`src/rtl/music_scheduler.sv`:
```
// music_scheduler: round-robin sequencer enabling one song player at a time, with silent gaps and a registered buzzer mux
module music_scheduler #(
    parameter int GAP_CYCLES = 25_000_000
) (
    input  logic       clock_in,
    input  logic       reset,
    input  logic [2:0] req_msc,
    input  logic       stop,
    input  logic [2:0] done_msc,
    input  logic [2:0] buzzer_msc,
    output logic [2:0] play_msc,
    output logic       buzzer_para_placa,
    output logic [2:0] pending_msc,
    output logic [1:0] song_atual,
    output logic       busy
);
    localparam int CW = (GAP_CYCLES > 0) ? $clog2(GAP_CYCLES + 1) : 1;
    typedef enum logic [1:0] {IDLE, PLAY, GAP} state_t;
    state_t state, state_nxt;
    logic [2:0] pending, pending_nxt, play_oh, grant_oh;
    logic [1:0] sel, sel_nxt, last, last_nxt, c1, c2, cand;
    logic [CW-1:0] cnt, cnt_nxt;
    logic grant, buz;

    // round-robin pick, next state; the last gap cycle grants directly so a new song starts GAP_CYCLES+1 after done
    always_comb begin
        play_oh = (state == PLAY) ? 3'b001 << sel : 3'b000;
        c1 = (last == 2'd2) ? 2'd0 : last + 2'd1;
        c2 = (c1 == 2'd2) ? 2'd0 : c1 + 2'd1;
        cand = pending[c1] ? c1 : (pending[c2] ? c2 : last);
        grant = !stop && (pending != 3'b000) && ((state == IDLE) || (state == GAP && cnt == '0));
        grant_oh = grant ? 3'b001 << cand : 3'b000;
        state_nxt = state;
        sel_nxt = sel;
        last_nxt = last;
        cnt_nxt = cnt;
        case (state)
            PLAY: if (stop || done_msc[sel]) begin
                state_nxt = GAP;
                cnt_nxt = CW'(GAP_CYCLES);
            end
            GAP: if (cnt == '0) state_nxt = IDLE;
                 else cnt_nxt = cnt - CW'(1);
            default: state_nxt = IDLE;
        endcase
        if (grant) begin
            state_nxt = PLAY;
            sel_nxt = cand;
            last_nxt = cand;
        end
        pending_nxt = stop ? 3'b000 : (pending | (req_msc & ~play_oh)) & ~grant_oh;
    end

    // state, queue, selection and registered buzzer drive
    always_ff @(posedge clock_in) begin
        if (reset) begin
            state <= IDLE;
            pending <= 3'b000;
            sel <= 2'd0;
            last <= 2'd2;
            cnt <= '0;
            buz <= 1'b0;
        end else begin
            state <= state_nxt;
            pending <= pending_nxt;
            sel <= sel_nxt;
            last <= last_nxt;
            cnt <= cnt_nxt;
            buz <= (state == PLAY) & buzzer_msc[sel];
        end
    end

    assign play_msc = play_oh;
    assign buzzer_para_placa = buz;
    assign pending_msc = pending;
    assign song_atual = (state == PLAY) ? sel + 2'd1 : 2'd0;
    assign busy = (state != IDLE);
endmodule

```
`config.mk`:
```
export PLATFORM = sky130hd
export DESIGN_NAME = music_scheduler
export DESIGN_NICKNAME = d
export VERILOG_FILES = /design/src/rtl/music_scheduler.sv
export SDC_FILE = /design/constraint.sdc
export NUM_CORES = 1
export LEC_CHECK = 0
export CAP_MARGIN = 20
export CORE_MARGIN = 2
export CORE_UTILIZATION = 55
export CTS_CLUSTER_SIZE = 12
export DETAILED_ROUTE_END_ITERATION = 10
export PLACE_DENSITY_LB_ADDON = 0.1
export RECOVER_POWER = 100
export SKIP_CTS_REPAIR_TIMING = 1
export SYNTH_ARGS = -nofsm -noshare
export SYNTH_HDL_FRONTEND = slang
export SYNTH_SLANG_ARGS = --single-unit
```
`constraint.sdc`:
```
create_clock -name clock_in -period 3.9 [get_ports clock_in]
set_input_delay 1.17 -clock clock_in [delete_from_list [all_inputs] [get_ports clock_in]]
set_output_delay 1.17 -clock clock_in [all_outputs]
set_load 0.05 [all_outputs]
```
==> out/summary.txt, run 1 <==
synthesis-stage register bit count: 34
crit path kind: reg2out
number of global-route vias before repair: 1,646
n_diodes: 0
most frequent cells in the layout: dfxtp_1 (34), nand2_1 (17), a21oi_1 (17)
Layout Cells excl Fill: 303
Adder-Cell Fraction of Synth Area: 3.13%
period utilization: 88.3%
post-synthesis compound-gate area fraction: 24.3%
largest net degree at the start of global routing: 25
GRT overflow: 0
Startpoint Class: flop
Post-synth EDFFs: 0
synthesized instance count: 233
Most used DFF post-synth: dfxtp_1
worst-margin pin slew: 0.836 ns
Final setup viols: 0
CTS clk-pin slew, worst paths: 0.11 ns
Reg2Reg Capture Point: cnt[17]
register share of total power: 40.6%
fin nets: 273
Initial Util: 58.6%
initial antenna violation count: 0
Site Rows: 21
core box area: 3420 um^2
Final ANT Viol Nets: 0
Max-slew headroom: 43.6%
drt total wl: 4510 um
routability cong.: 0.882
status: complete, no violations
cell area after synthesis: 2000 um^2
DIE WIDTH: 64.3 um
total track usage: 24.0%
Clk pwr share: 21.1%
pins over their slew limit: 0
Vias per Instance: 6.06
Synth Area in XOR/XNOR: 1.75%
Logic pwr share: 38.3%
asr flop ratio synth: 0%
DR vias: 1,835
hold_sp: cnt[17]
die area: 4140 um^2
worst slack at placement: 0.741 ns
Root Driver: clkbuf_4
worst skew pair latency: 0.35 ns
simple-gate share of the synthesized area: 28.8%
mux share of post-synthesis cell area: 3.25%
final hold vios: 0
clock skew: 0.00591 ns
post-synthesis sequential area ratio: 34.0%
leak pwr: 0.893 nW
port bufs: 21
Req. time, crit path: 2.73 ns
synth unique cells: 55
Mean Syn Cell Area: 8.59 um^2
DR pass1 iterations: 4
R2R Setup Slk: 1.43 ns
YS warnings: 0
# IOs: 22
worst hold-check path type: reg2reg
TritonCTS Sinks: 34
Final Critical Period: 3.44 ns
switching power: 0.000412 W
first-pass GRT wire length: 7790 um
commonest non-fill, non-tap cell in the layout: dfxtp_1
Critical Path End Type: output pin
H-tree Lvls: 2
worst path arrival time: 2.27 ns
CTS tree: done
reg2reg start: sel[0]
Peak VDD IR: 0.278 mV
post-layout worst setup margin: 0.458 ns
Power Dens Cells: 446 nW/um^2
hpwl dp: 3290 um
hold path cells: 2
worst reg2reg path depth: 6
largest fanout on the critical path: 10
die extent in y: 64.3 um
Avg WL per Cell: 14.9 um
DRC: 0
max-cap violations: 0
main combinational cell family by area after synthesis: simple AND/OR/NAND/NOR gates
fmax: 291 MHz
Setup TNS: 0 ns
RSZ-0062 raised after global routing: false
Inst Count DP: 295
share of layout cells above drive strength 1: 9.73%
1st-iter DRT viols: 75
clock buffer depth: 2
WHS Endpoint: cnt[17]
Switching Fraction: 40.2%
syn nets: 250
CTS Buf Count: 5
Area Overhead vs Synth: 15.0%
internal power: 0.000614 W
[stage by stage]
step	hold WS (ns)	total power (W)	util, %	instance area, um^2
after floorplan	0.442	0.000722	-	2000
after global placement	0.459	0.000812	65.8	2250
after detailed placement	0.459	0.000818	65.8	2250
after CTS	0.478	0.00103	67.7	2310
after global routing	0.485	0.00109	67.4	2300
final	0.481	0.00103	67.4	2300
[per-layer routing]
layer / wire, um / GRT usage (%)
met1: 2290 / 34.2
met2: 1980 / 35.5
met3: 164 / 4.75
met4: 68 / 8.78
met5: 0 / 0
[registers in the layout, summed over array words and instances, names as in the netlist]
| register | cells |
|---|---|
| sel | 2 |
| pending_msc | 3 |
| last | 1 |
| state | 2 |
| cnt | 25 |
| buzzer_para_placa | 1 |
[critical path, stage by stage, from the launching register on]
cell and delay, ns:
dfxtp_1 0.56, inv_1 0.11, ha_1 0.28, and2_1 0.10, dlygate4sd3_1 0.86
[logic make-up after synthesis]
kind of cell | Yosys count
fa+ha+maj | 5
flops | 34
xor+xnor | 4
buf+inv | 21
simple gates | 94
mux | 6
compound gates | 69
[cells in the mapped netlist (4+ instances only)]
cell       count  area, um^2
ha_1           5        62.6
a21oi_1       17        85.1
o31ai_1        6        45.0
nand3_1        4        20.0
or2_2          4        25.0
nor2b_1        4        25.0
o2111ai_1      6        52.6
dfxtp_1       34         681
nor3_1         9        45.0
xor2_1         4        35.0
o21ai_0        4        20.0
nor2_1        12        45.0
or3_1         11        68.8
nand2b_1       6        37.5
a2111o_1       4        45.0
buf_2          4        20.0
or4_1          5        37.5
inv_1         12        45.0
a31oi_1        7        43.8
nand2_1       17        63.8
a211oi_1       4        30.0
mux2i_1        5        50.1
[worst max-delay path by stage]
stage                            from       endpoint  slack (ns)  depth (start not counted)
final                          sel[0]  song_atual[1]        0.46                          4
after global routing           sel[0]  song_atual[1]        0.29                          4
after CTS                      sel[0]  song_atual[1]        0.51                          4
after detailed placement  done_msc[0]        cnt[17]        0.74                          7
after global placement    done_msc[0]         cnt[2]        0.75                          6
after floorplan           done_msc[0]         cnt[2]        1.37                          5
[cell type report]
cell class / instances / area (um^2)
flip-flops and latches: 34 / 681
fillers: 301 / 1110
inverters: 12 / 45.0
clock buffers: 6 / 51.3
multi-input cells: 178 / 1220
clock inverters: 2 / 12.5
repair buffers: 25 / 233
well taps: 46 / 57.6
[power groups by stage]
stage               Sequential [W]  Combinational, W  Clock, W
finish                    0.000416          0.000393  0.000216
global placement          0.000422          0.000390         0
detailed placement        0.000423          0.000395         0
CTS                       0.000415          0.000397  0.000217
floorplan                 0.000420          0.000303         0
global route              0.000423          0.000434  0.000234
No activity file was read; power rests on OpenSTA's default activity.
==> run 2, diff against run 1 <==
--- a/config.mk
+++ b/config.mk
@@ -8,7 +8,6 @@
 export CAP_MARGIN = 20
 export CORE_MARGIN = 2
 export CORE_UTILIZATION = 55
-export CTS_CLUSTER_SIZE = 12
 export DETAILED_ROUTE_END_ITERATION = 10
 export PLACE_DENSITY_LB_ADDON = 0.1
 export RECOVER_POWER = 100
==> results of run 2 <==
Same layout as run 1: the final DEF is identical, and so are final timing and power.
==> run 3, diff against run 2 <==
--- a/config.mk
+++ b/config.mk
@@ -8,7 +8,9 @@
 export CAP_MARGIN = 20
 export CORE_MARGIN = 2
 export CORE_UTILIZATION = 55
+export CTS_CLUSTER_DIAMETER = 60
 export DETAILED_ROUTE_END_ITERATION = 10
+export MAX_ROUTING_LAYER = met4
 export PLACE_DENSITY_LB_ADDON = 0.1
 export RECOVER_POWER = 100
 export SKIP_CTS_REPAIR_TIMING = 1
==> out/summary.txt, run 3 (synthesized netlist as in run 1, its figures left out) <==
n_diodes: 0 (unchanged)
largest fanout on the critical path: 10 (unchanged)
TritonCTS Sinks: 34 (unchanged)
Crit path max-delay family: buffers and inverters
Slowest-stage cell, CP: dlygate4sd3_1
routability cong.: 0.897 (+1.7%)
CTS tree: done
leak pwr: 0.893 nW (unchanged)
commonest non-fill, non-tap cell in the layout: dfxtp_1
Root Driver: clkbuf_4
drt total wl: 4510 um (about the same)
GRT overflow: 0 (unchanged)
number of global-route vias before repair: 1,647 (+0.061%)
share of layout cells above drive strength 1: 9.73% (unchanged)
Setup TNS: 0 ns (unchanged)
worst-margin pin slew: 0.836 ns (unchanged)
hpwl dp: 3290 um (unchanged)
fmax: 291 MHz (about the same)
multi-input logic area: 1220 um^2 (unchanged)
largest net degree at the start of global routing: 25 (unchanged)
first-pass GRT wire length: 7780 um (about the same)
DIE WIDTH: 64.3 um (unchanged)
status: complete, no violations
worst hold-check path type: reg2reg
worst path arrival time: 2.27 ns (about the same)
Final Critical Period: 3.44 ns (-0.000803 ns)
Vias per Instance: 6.07 (+0.16%)
clock buffer depth: 2 (unchanged)
Biggest register: cnt
clock skew: 0.00593 ns (+0.0000184 ns)
Startpoint Class: flop
crit path kind: reg2out
period utilization: 88.2% (about the same)
port bufs: 21 (unchanged)
final hold vios: 0 (unchanged)
fin nets: 273 (unchanged)
DRC: 0 (unchanged)
core box area: 3420 um^2 (unchanged)
Site Rows: 21 (unchanged)
# IOs: 22 (unchanged)
DR pass1 iterations: 4 (unchanged)
Critical Path End Type: output pin
CP peak stage delay: 0.86 ns (about the same)
die extent in y: 64.3 um (unchanged)
Power Dens Cells: 446 nW/um^2 (about the same)
# fillers: 301 (unchanged)
Final ANT Viol Nets: 0 (unchanged)
initial antenna violation count: 0 (unchanged)
max-cap violations: 0 (unchanged)
Initial Util: 58.6% (unchanged)
Peak VDD IR: 0.278 mV (about the same)
crit path cell chain: inv_1 -> ha_1 -> and2_1 -> dlygate4sd3_1
total track usage: 24.6% (+0.66 points)
CTS Buf Count: 5 (unchanged)
Req. time, crit path: 2.73 ns (about the same)
Area Overhead vs Synth: 15.0% (unchanged)
most frequent cells in the layout: dfxtp_1 (34), nand2_1 (17), a21oi_1 (17)
Reg area: 681 um^2 (unchanged)
Hold Slack: 0.481 ns (+0.00000100 ns)
RSZ-0062 raised after global routing: false
Avg WL per Cell: 14.9 um (about the same)
Final setup viols: 0 (unchanged)
H-tree Lvls: 2 (unchanged)
Worst Path Buf+Inv: 2 (unchanged)
die area: 4140 um^2 (unchanged)
pins over their slew limit: 0 (unchanged)
worst skew pair latency: 0.35 ns (about the same)
Max-slew headroom: 43.6% (unchanged)
1st-iter DRT viols: 86 (+15%)
CTS clk-pin slew, worst paths: 0.11 ns (about the same)
max reg flops: 25 (unchanged)
DR vias: 1,838 (+0.16%)
## run 3: final timing paths
| path | startpoint | end | slack, ns | cells past startpoint |
|---|---|---|---|---|
| setup / recovery | sel[0] | song_atual[1] | 0.46 | 4 |
| hold / removal | cnt[17] | cnt[17] | 0.48 | 2 |
| setup reg to reg | sel[0] | cnt[17] | 1.44 | 6 |
| hold reg to reg | cnt[17] | cnt[17] | 0.48 | 2 |
## run 3: report_power, final
group	internal, W	switching, W
clock network	0.0000866	0.000130
logic	0.000148	0.000245
registers	0.000379	0.0000369
## run 3: routing by layer
| layer | GRT usage, % | wire, um |
|---|---|---|
| met3 | 4.75 | 182 |
| met2 | 35.5 | 1980 |
| met4 | 8.78 | 65 |
| met5 | - | 0 |
| met1 | 34.2 | 2280 |
## run 3: metrics by stage
step / setup WS, ns / util [%] / area (um^2) / total power (W) / std cells
2_1_floorplan: 1.37 / - / 2000 / 0.000722 / 233
3_3_place_gp: 0.747 / 65.8 / 2250 / 0.000812 / 295
3_5_place_dp: 0.741 / 65.8 / 2250 / 0.000818 / 295
4_1_cts: 0.505 / 67.7 / 2310 / 0.00103 / 303
5_1_grt: 0.292 / 67.4 / 2300 / 0.00109 / 303
6_report: 0.458 / 67.4 / 2300 / 0.00103 / 303
## run 3: final cells by class
| cell class | count | area share [%] |
|---|---|---|
| multi-input combinational | 178 | 53.1 |
| clock buffer | 6 | 2.23 |
| timing repair buffer | 25 | 10.1 |
| sequential | 34 | 29.6 |
| tap | 46 | 2.50 |
| inverter | 12 | 1.96 |
| clock inverter | 2 | 0.544 |
## run 3: tightest hold or removal path, cell delays in order, from the launching register on
cell,delay [ns]
dfxtp_1,0.33
nand2_1,0.05
mux2i_1,0.06
